<file path="config.mk">
export PLATFORM = sky130hd
export DESIGN_NAME = multi_dispatch_scoreboard
export DESIGN_NICKNAME = d
export VERILOG_FILES = /design/src/rtl/multi_dispatch_scoreboard.sv
export SDC_FILE = /design/constraint.sdc
export NUM_CORES = 2
export LEC_CHECK = 0
export BUFFER_PORTS_ARGS = -buffer_cell sky130_fd_sc_hd__buf_2
export CAP_MARGIN = 10
export CORE_MARGIN = 5
export CORE_UTILIZATION = 25
export CTS_CLUSTER_SIZE = 16
export DETAILED_ROUTE_END_ITERATION = 6
export SYNTH_ARGS = -nofsm -noshare
export SYNTH_HDL_FRONTEND = slang
export SYNTH_SLANG_ARGS = --single-unit
export TNS_END_PERCENT = 1
</file>
<file path="constraint.sdc">
create_clock -name clk_i -period 23.2 [get_ports clk_i]
set_input_delay 4.64 -clock clk_i [delete_from_list [all_inputs] [get_ports clk_i]]
set_output_delay 4.64 -clock clk_i [all_outputs]
set_load 0.01 [all_outputs]
</file>
<file path="src/rtl/multi_dispatch_scoreboard.sv">
// Issue-stage scoreboard: in-order dispatch and issue, out-of-order writeback,
// in-order commit. Each instruction's trans_id is the index of its entry.
module multi_dispatch_scoreboard #(
  parameter int unsigned NR_ENTRIES      = 8,
  parameter int unsigned DISPATCH_WIDTH  = 2,
  parameter int unsigned NR_WB_PORTS     = 4,
  parameter int unsigned NR_COMMIT_PORTS = 2,
  parameter int unsigned PAYLOAD_W       = 64,
  parameter int unsigned DATA_W          = 64
) (
  input  logic                                   clk_i,
  input  logic                                   rst_ni,
  input  logic                                   flush_i,
  input  logic                                   flush_unissued_i,
  input  logic [DISPATCH_WIDTH-1:0]              dispatch_valid_i,
  input  logic [DISPATCH_WIDTH*PAYLOAD_W-1:0]    dispatch_payload_i,
  output logic [DISPATCH_WIDTH-1:0]              dispatch_ready_o,
  output logic                                   issue_valid_o,
  output logic [PAYLOAD_W-1:0]                   issue_payload_o,
  output logic [$clog2(NR_ENTRIES)-1:0]          issue_trans_id_o,
  input  logic                                   issue_ready_i,
  input  logic [NR_WB_PORTS-1:0]                 wb_valid_i,
  input  logic [NR_WB_PORTS*$clog2(NR_ENTRIES)-1:0] wb_trans_id_i,
  input  logic [NR_WB_PORTS*DATA_W-1:0]          wb_data_i,
  input  logic [NR_WB_PORTS-1:0]                 wb_ex_i,
  output logic [NR_COMMIT_PORTS-1:0]             commit_valid_o,
  output logic [NR_COMMIT_PORTS*PAYLOAD_W-1:0]   commit_payload_o,
  output logic [NR_COMMIT_PORTS*DATA_W-1:0]      commit_data_o,
  output logic [NR_COMMIT_PORTS-1:0]             commit_ex_o,
  input  logic [NR_COMMIT_PORTS-1:0]             commit_ack_i,
  output logic                                   full_o,
  output logic [$clog2(NR_ENTRIES+1)-1:0]        count_o
);

  localparam int unsigned TW = $clog2(NR_ENTRIES);
  localparam int unsigned CW = $clog2(NR_ENTRIES + 1);
  localparam logic [CW-1:0] DEPTH = CW'(NR_ENTRIES);

  typedef enum logic [1:0] {
    ST_FREE,
    ST_WAITING,
    ST_ISSUED,
    ST_DONE
  } entry_state_e;

  entry_state_e         state_q   [NR_ENTRIES];
  entry_state_e         state_d   [NR_ENTRIES];
  logic [PAYLOAD_W-1:0] payload_q [NR_ENTRIES];
  logic [PAYLOAD_W-1:0] payload_d [NR_ENTRIES];
  logic [DATA_W-1:0]    data_q    [NR_ENTRIES];
  logic [DATA_W-1:0]    data_d    [NR_ENTRIES];
  logic [NR_ENTRIES-1:0] ex_q, ex_d;

  logic [TW-1:0] head_q, head_d;
  logic [TW-1:0] issue_q, issue_d;
  logic [TW-1:0] tail_q, tail_d;
  logic [CW-1:0] count_q, count_d;

  logic [CW-1:0]         free_slots;
  logic [TW-1:0]         cidx;
  logic                  chain;
  logic                  issue_fire;
  logic [TW-1:0]         wb_id;
  logic [TW-1:0]         aidx;
  logic [TW-1:0]         didx;
  logic [NR_ENTRIES-1:0] wb_hit;
  logic [CW-1:0]         n_disp;
  logic [CW-1:0]         n_ack;
  logic [CW-1:0]         n_flushed;

  // All outputs depend on registered state only.
  always_comb begin
    free_slots       = DEPTH - count_q;
    full_o           = (count_q == DEPTH);
    count_o          = count_q;
    dispatch_ready_o = '0;
    for (int unsigned k = 0; k < DISPATCH_WIDTH; k++) begin
      dispatch_ready_o[k] = (free_slots > CW'(k));
    end

    issue_valid_o    = (issue_q != tail_q) || (full_o && (state_q[issue_q] == ST_WAITING));
    issue_payload_o  = payload_q[issue_q];
    issue_trans_id_o = issue_q;

    commit_valid_o   = '0;
    commit_payload_o = '0;
    commit_data_o    = '0;
    commit_ex_o      = '0;
    cidx             = '0;
    chain            = 1'b1;
    for (int unsigned k = 0; k < NR_COMMIT_PORTS; k++) begin
      cidx  = head_q + TW'(k);
      chain = chain && (count_q > CW'(k)) && (state_q[cidx] == ST_DONE);
      commit_valid_o[k]                          = chain;
      commit_payload_o[k*PAYLOAD_W +: PAYLOAD_W] = payload_q[cidx];
      commit_data_o[k*DATA_W +: DATA_W]          = data_q[cidx];
      commit_ex_o[k]                             = ex_q[cidx];
    end
  end

  always_comb begin
    state_d   = state_q;
    payload_d = payload_q;
    data_d    = data_q;
    ex_d      = ex_q;
    head_d    = head_q;
    issue_d   = issue_q;
    tail_d    = tail_q;
    count_d   = count_q;
    wb_id     = '0;
    aidx      = '0;
    didx      = '0;
    wb_hit    = '0;
    n_disp    = '0;
    n_ack     = '0;
    n_flushed = '0;

    // Writeback is qualified by the registered state, so a same-cycle issue is not a target.
    for (int unsigned p = 0; p < NR_WB_PORTS; p++) begin
      wb_id = wb_trans_id_i[p*TW +: TW];
      if (wb_valid_i[p] && (state_q[wb_id] == ST_ISSUED) && !wb_hit[wb_id]) begin
        wb_hit[wb_id]  = 1'b1;
        state_d[wb_id] = ST_DONE;
        data_d[wb_id]  = wb_data_i[p*DATA_W +: DATA_W];
        ex_d[wb_id]    = wb_ex_i[p];
      end
    end

    issue_fire = issue_valid_o && issue_ready_i;
    if (issue_fire) begin
      state_d[issue_q] = ST_ISSUED;
      issue_d          = issue_q + 1'b1;
    end

    for (int unsigned k = 0; k < NR_COMMIT_PORTS; k++) begin
      if (commit_ack_i[k]) begin
        aidx          = head_q + TW'(k);
        state_d[aidx] = ST_FREE;
        n_ack         = n_ack + CW'(1);
      end
    end
    head_d = head_q + n_ack[TW-1:0];

    if (flush_unissued_i) begin
      for (int unsigned e = 0; e < NR_ENTRIES; e++) begin
        if ((state_q[e] == ST_WAITING) && !(issue_fire && (TW'(e) == issue_q))) begin
          state_d[e] = ST_FREE;
          n_flushed  = n_flushed + CW'(1);
        end
      end
      tail_d = issue_d;
    end else begin
      for (int unsigned k = 0; k < DISPATCH_WIDTH; k++) begin
        if (dispatch_valid_i[k] && dispatch_ready_o[k]) begin
          didx            = tail_q + n_disp[TW-1:0];
          state_d[didx]   = ST_WAITING;
          payload_d[didx] = dispatch_payload_i[k*PAYLOAD_W +: PAYLOAD_W];
          n_disp          = n_disp + CW'(1);
        end
      end
      tail_d = tail_q + n_disp[TW-1:0];
    end

    count_d = count_q + n_disp - n_ack - n_flushed;

    if (flush_i) begin
      for (int unsigned e = 0; e < NR_ENTRIES; e++) begin
        state_d[e] = ST_FREE;
      end
      head_d  = '0;
      issue_d = '0;
      tail_d  = '0;
      count_d = '0;
    end
  end

  always_ff @(posedge clk_i) begin
    if (!rst_ni) begin
      for (int unsigned e = 0; e < NR_ENTRIES; e++) begin
        state_q[e] <= ST_FREE;
      end
      head_q  <= '0;
      issue_q <= '0;
      tail_q  <= '0;
      count_q <= '0;
    end else begin
      state_q <= state_d;
      head_q  <= head_d;
      issue_q <= issue_d;
      tail_q  <= tail_d;
      count_q <= count_d;
    end
  end

  // Payload and result storage is only observed through valid entries; no reset needed.
  always_ff @(posedge clk_i) begin
    payload_q <= payload_d;
    data_q    <= data_d;
    ex_q      <= ex_d;
  end

endmodule

</file>
==> summary.md <==
| Metric | Value |
|---|---|
| Metal2 WL | `158000 um` |
| I/O pin cnt | `748` |
| Overall Global Routing Usage | `19.9%` |
| Die span in y | `583 um` |
| Placed insts | `13400` |
| Core area | `327000 um^2` |
| Max_slew headroom | `12.5%` |
| RD Place Congestion | `0.852` |
| Design Area, Final | `92700 um^2` |
| Post-layout util | `28.3%` |
| # resized after CTS | `0` |
| Required time worst endpoint | `18.56 ns` |
| Compound-cell area share of the yosys netlist | `15.0%` |
| CTS Root Cell | `clkbuf_16` |
| Die area | `340000 um^2` |
| CTS tree | `yes` |
| Hold-fix buffers, CTS | `0` |
| Largest family of logic cells by synthesized area | `multiplexers` |
| Starting Density | `25.1%` |
| Worst-Margin Slew | `1.31 ns` |
| M1 WL | `139000 um` |
| Distinct cells, synth | `82` |
| Peak supply drop | `61.1 uV` |
| Bufs on Longest Clock Path | `4` |
| Syn_area_per_cell | `8.79 um^2` |
| Share of cells above drive strength 1 | `18.1%` |
| CP max FO | `55` |
| Post-synthesis sequential area ratio | `32.1%` |
| Synth Area in XOR/XNOR | `0.357%` |
| Wirelength per Cell | `26.1 um` |
| YS warnings | `0` |
| Router iterations before antenna repair | `6` |
| Synth area leaders | `mux2i_1, edfxtp_1, dfxtp_1` |
| Initial antenna violation count | `163` |
| Detailed placement HPWL | `216000 um` |
| Iter 0 DRT Violations | `8408` |
| Setup TNS Final | `0 ns` |
| Pins Over Slew Limit | `0` |
| Die width | `583 um` |
| Primary FF master, synth | `dfxtp_1` |
| Via count | `74400` |
| Critical path startpoint category | `flop` |
| Worst-Skew Late Latency | `0.85 ns` |
| #FFs+latches synth | `1061` |
| Clock-pin slew on the worst setup and hold paths | `0.05 ns` |
| FMAX | `92.1 MHz` |
| Fin Hold WS | `0.682 ns` |
| Commonest non-fill, non-tap cell in the layout | `mux2i_1` |
| Syn Nets | `9789` |
| Async S/R FF share, synth | `0%` |
| Max Cap Viol | `0` |
| Crit Path Class | `reg2out` |
| Vias/cell | `5.43` |
| Mapped cell area | `82100 um^2` |
| H-tree Lvls | `4` |
| Critical path endpoint category | `output pin` |
| Most frequent cells in the layout | `mux2i_1, nand2_1, o21ai_0` |
| RSZ-0062 raised after global routing | `false` |
| Run status | `complete, no violations` |
| Post-CTS Repair Setup Buffers | `0` |
| Fill cell count | `34600` |
| Post-synthesis mux area share | `33.2%` |
| Register area | `26400 um^2` |
| Min Tclk post-route | `10.86 ns` |
| PortBufs | `747` |
| Endpoints failing hold | `0` |
| Clk sinks | `1061` |
| # setup viols final | `0` |
| First-pass GRT wire length | `506000 um` |
| Vias in the first global route | `69100` |
| Met3 wire len | `35600 um` |
| Period utilization | `46.8%` |
| CP arrival | `6.22 ns` |
| Final #Nets | `9602` |
| Non-filler cells in the finished layout | `13700` |
| Synth-to-layout area growth | `12.9%` |
| Adder-cell share of the synthesized area | `0.543%` |
| PwrDens | `72.3 nW/um^2` |
| Row count | `210` |
| Cell count after synthesis | `9344` |
| Grt ovf | `0` |
| Setup Skew | `0.0772 ns` |
| HP Class | `reg2reg` |
| Post-route ant nets | `0` |
| Leak Pwr | `0.0384 uW` |
| Remaining DRCs | `0` |
| Placement Cell Area | `87800 um^2` |
| Largest net degree at the start of global routing | `159` |
| Simple-Gate Fraction of Synth Area | `12.5%` |
| Routed WL | `358000 um` |
| Num CTS Buffers | `145` |
| Top layer in use | `met5` |
| Yosys top cell by area | `mux2i_1` |
| Area of the multi-input gates | `50900 um^2` |
| Top-area cell type share of the netlist area | `22.3%` |
| Post-synth EDFFs | `512` |
==> synthesized netlist by cell type (8+ instances only) <==
cell	instances
clkbuf_1	659
nand2b_1	14
buf_1	291
buf_2	174
and3_1	14
buf_4	27
clkbuf_2	66
nor2_1	772
nor4_1	10
mux4_2	397
inv_1	43
dfxtp_1	549
mux2i_1	1825
o21ai_1	82
ha_1	26
or2_2	131
edfxtp_1	512
nand2_1	1464
o22ai_1	267
and2_1	10
nand4_1	14
nor3_1	14
a31oi_1	12
nand3_1	28
xnor2_1	15
xor2_1	8
nor2b_1	12
a211oi_1	267
a21oi_1	748
o21ai_0	777
==> report_power, final <==
| group | total [uW] | leakage [uW] | internal, uW | switching, uW |
|---|---|---|---|---|
| clock | 2260 | 0.00224 | 1310 | 957 |
| combinational | 1900 | 0.0266 | 849 | 1050 |
| sequential | 2540 | 0.00959 | 2300 | 246 |
==> state kept, by name (all words and copies together) (netlist names) <==
signal and count:
issue_trans_id_o 3, head_q 3, count_o 4, tail_q 3, ex_q 8, state_q 16, payload_q 512, data_q 512
==> layout make-up <==
cell class | count | area share [%]
clock buffer | 199 | 4.35
inverter | 44 | 0.197
timing repair buffer | 885 | 5.33
tap | 4346 | 5.87
sequential | 1061 | 28.5
multi-input combinational | 7020 | 54.9
clock inverter | 53 | 0.586
antenna | 104 | 0.281
==> cell families after synthesis <==
kind of cell    count (synthesis)
flops                        1061
simple gates                 2524
buf+inv                      1263
compound gates               2209
xor+xnor                       27
mux                          2228
fa+ha+maj                      32
==> through the flow <==
stage,setup WS [ns],power (uW)
2_1_floorplan,4.36,3810
5_1_grt,11.88,7020
3_5_place_dp,11.67,4450
3_3_place_gp,11.56,4420
6_report,12.34,6700
4_1_cts,12.17,6730
==> worst max-delay path, stage by stage (launching register included) <==
cell	delay, ns
dfxtp_4	0.75
buf_4	0.86
buf_4	0.81
buf_4	0.86
buf_4	0.88
mux4_2	0.60
nand2_1	0.09
nand2_1	0.15
buf_2	0.18
==> routing by layer <==
layer | vias up | global-route usage [%]
met2 | 4018 | 30.9
li1 | 33500 | -
met3 | 953 | 5.05
met4 | 90 | 12.1
met1 | 35900 | 24.9
met5 | - | 0
==> worst paths after layout <==
path                    from                   end  slack [ns]  depth (start not counted)
setup / recovery   head_q[0]  commit_payload_o[49]       12.34                          8
hold / removal    state_q[7]            state_q[7]        0.68                          2
setup reg to reg  count_o[0]            count_o[3]       13.98                         36
hold reg to reg   state_q[7]            state_q[7]        0.68                          2
(Power assumes the default switching activity.)
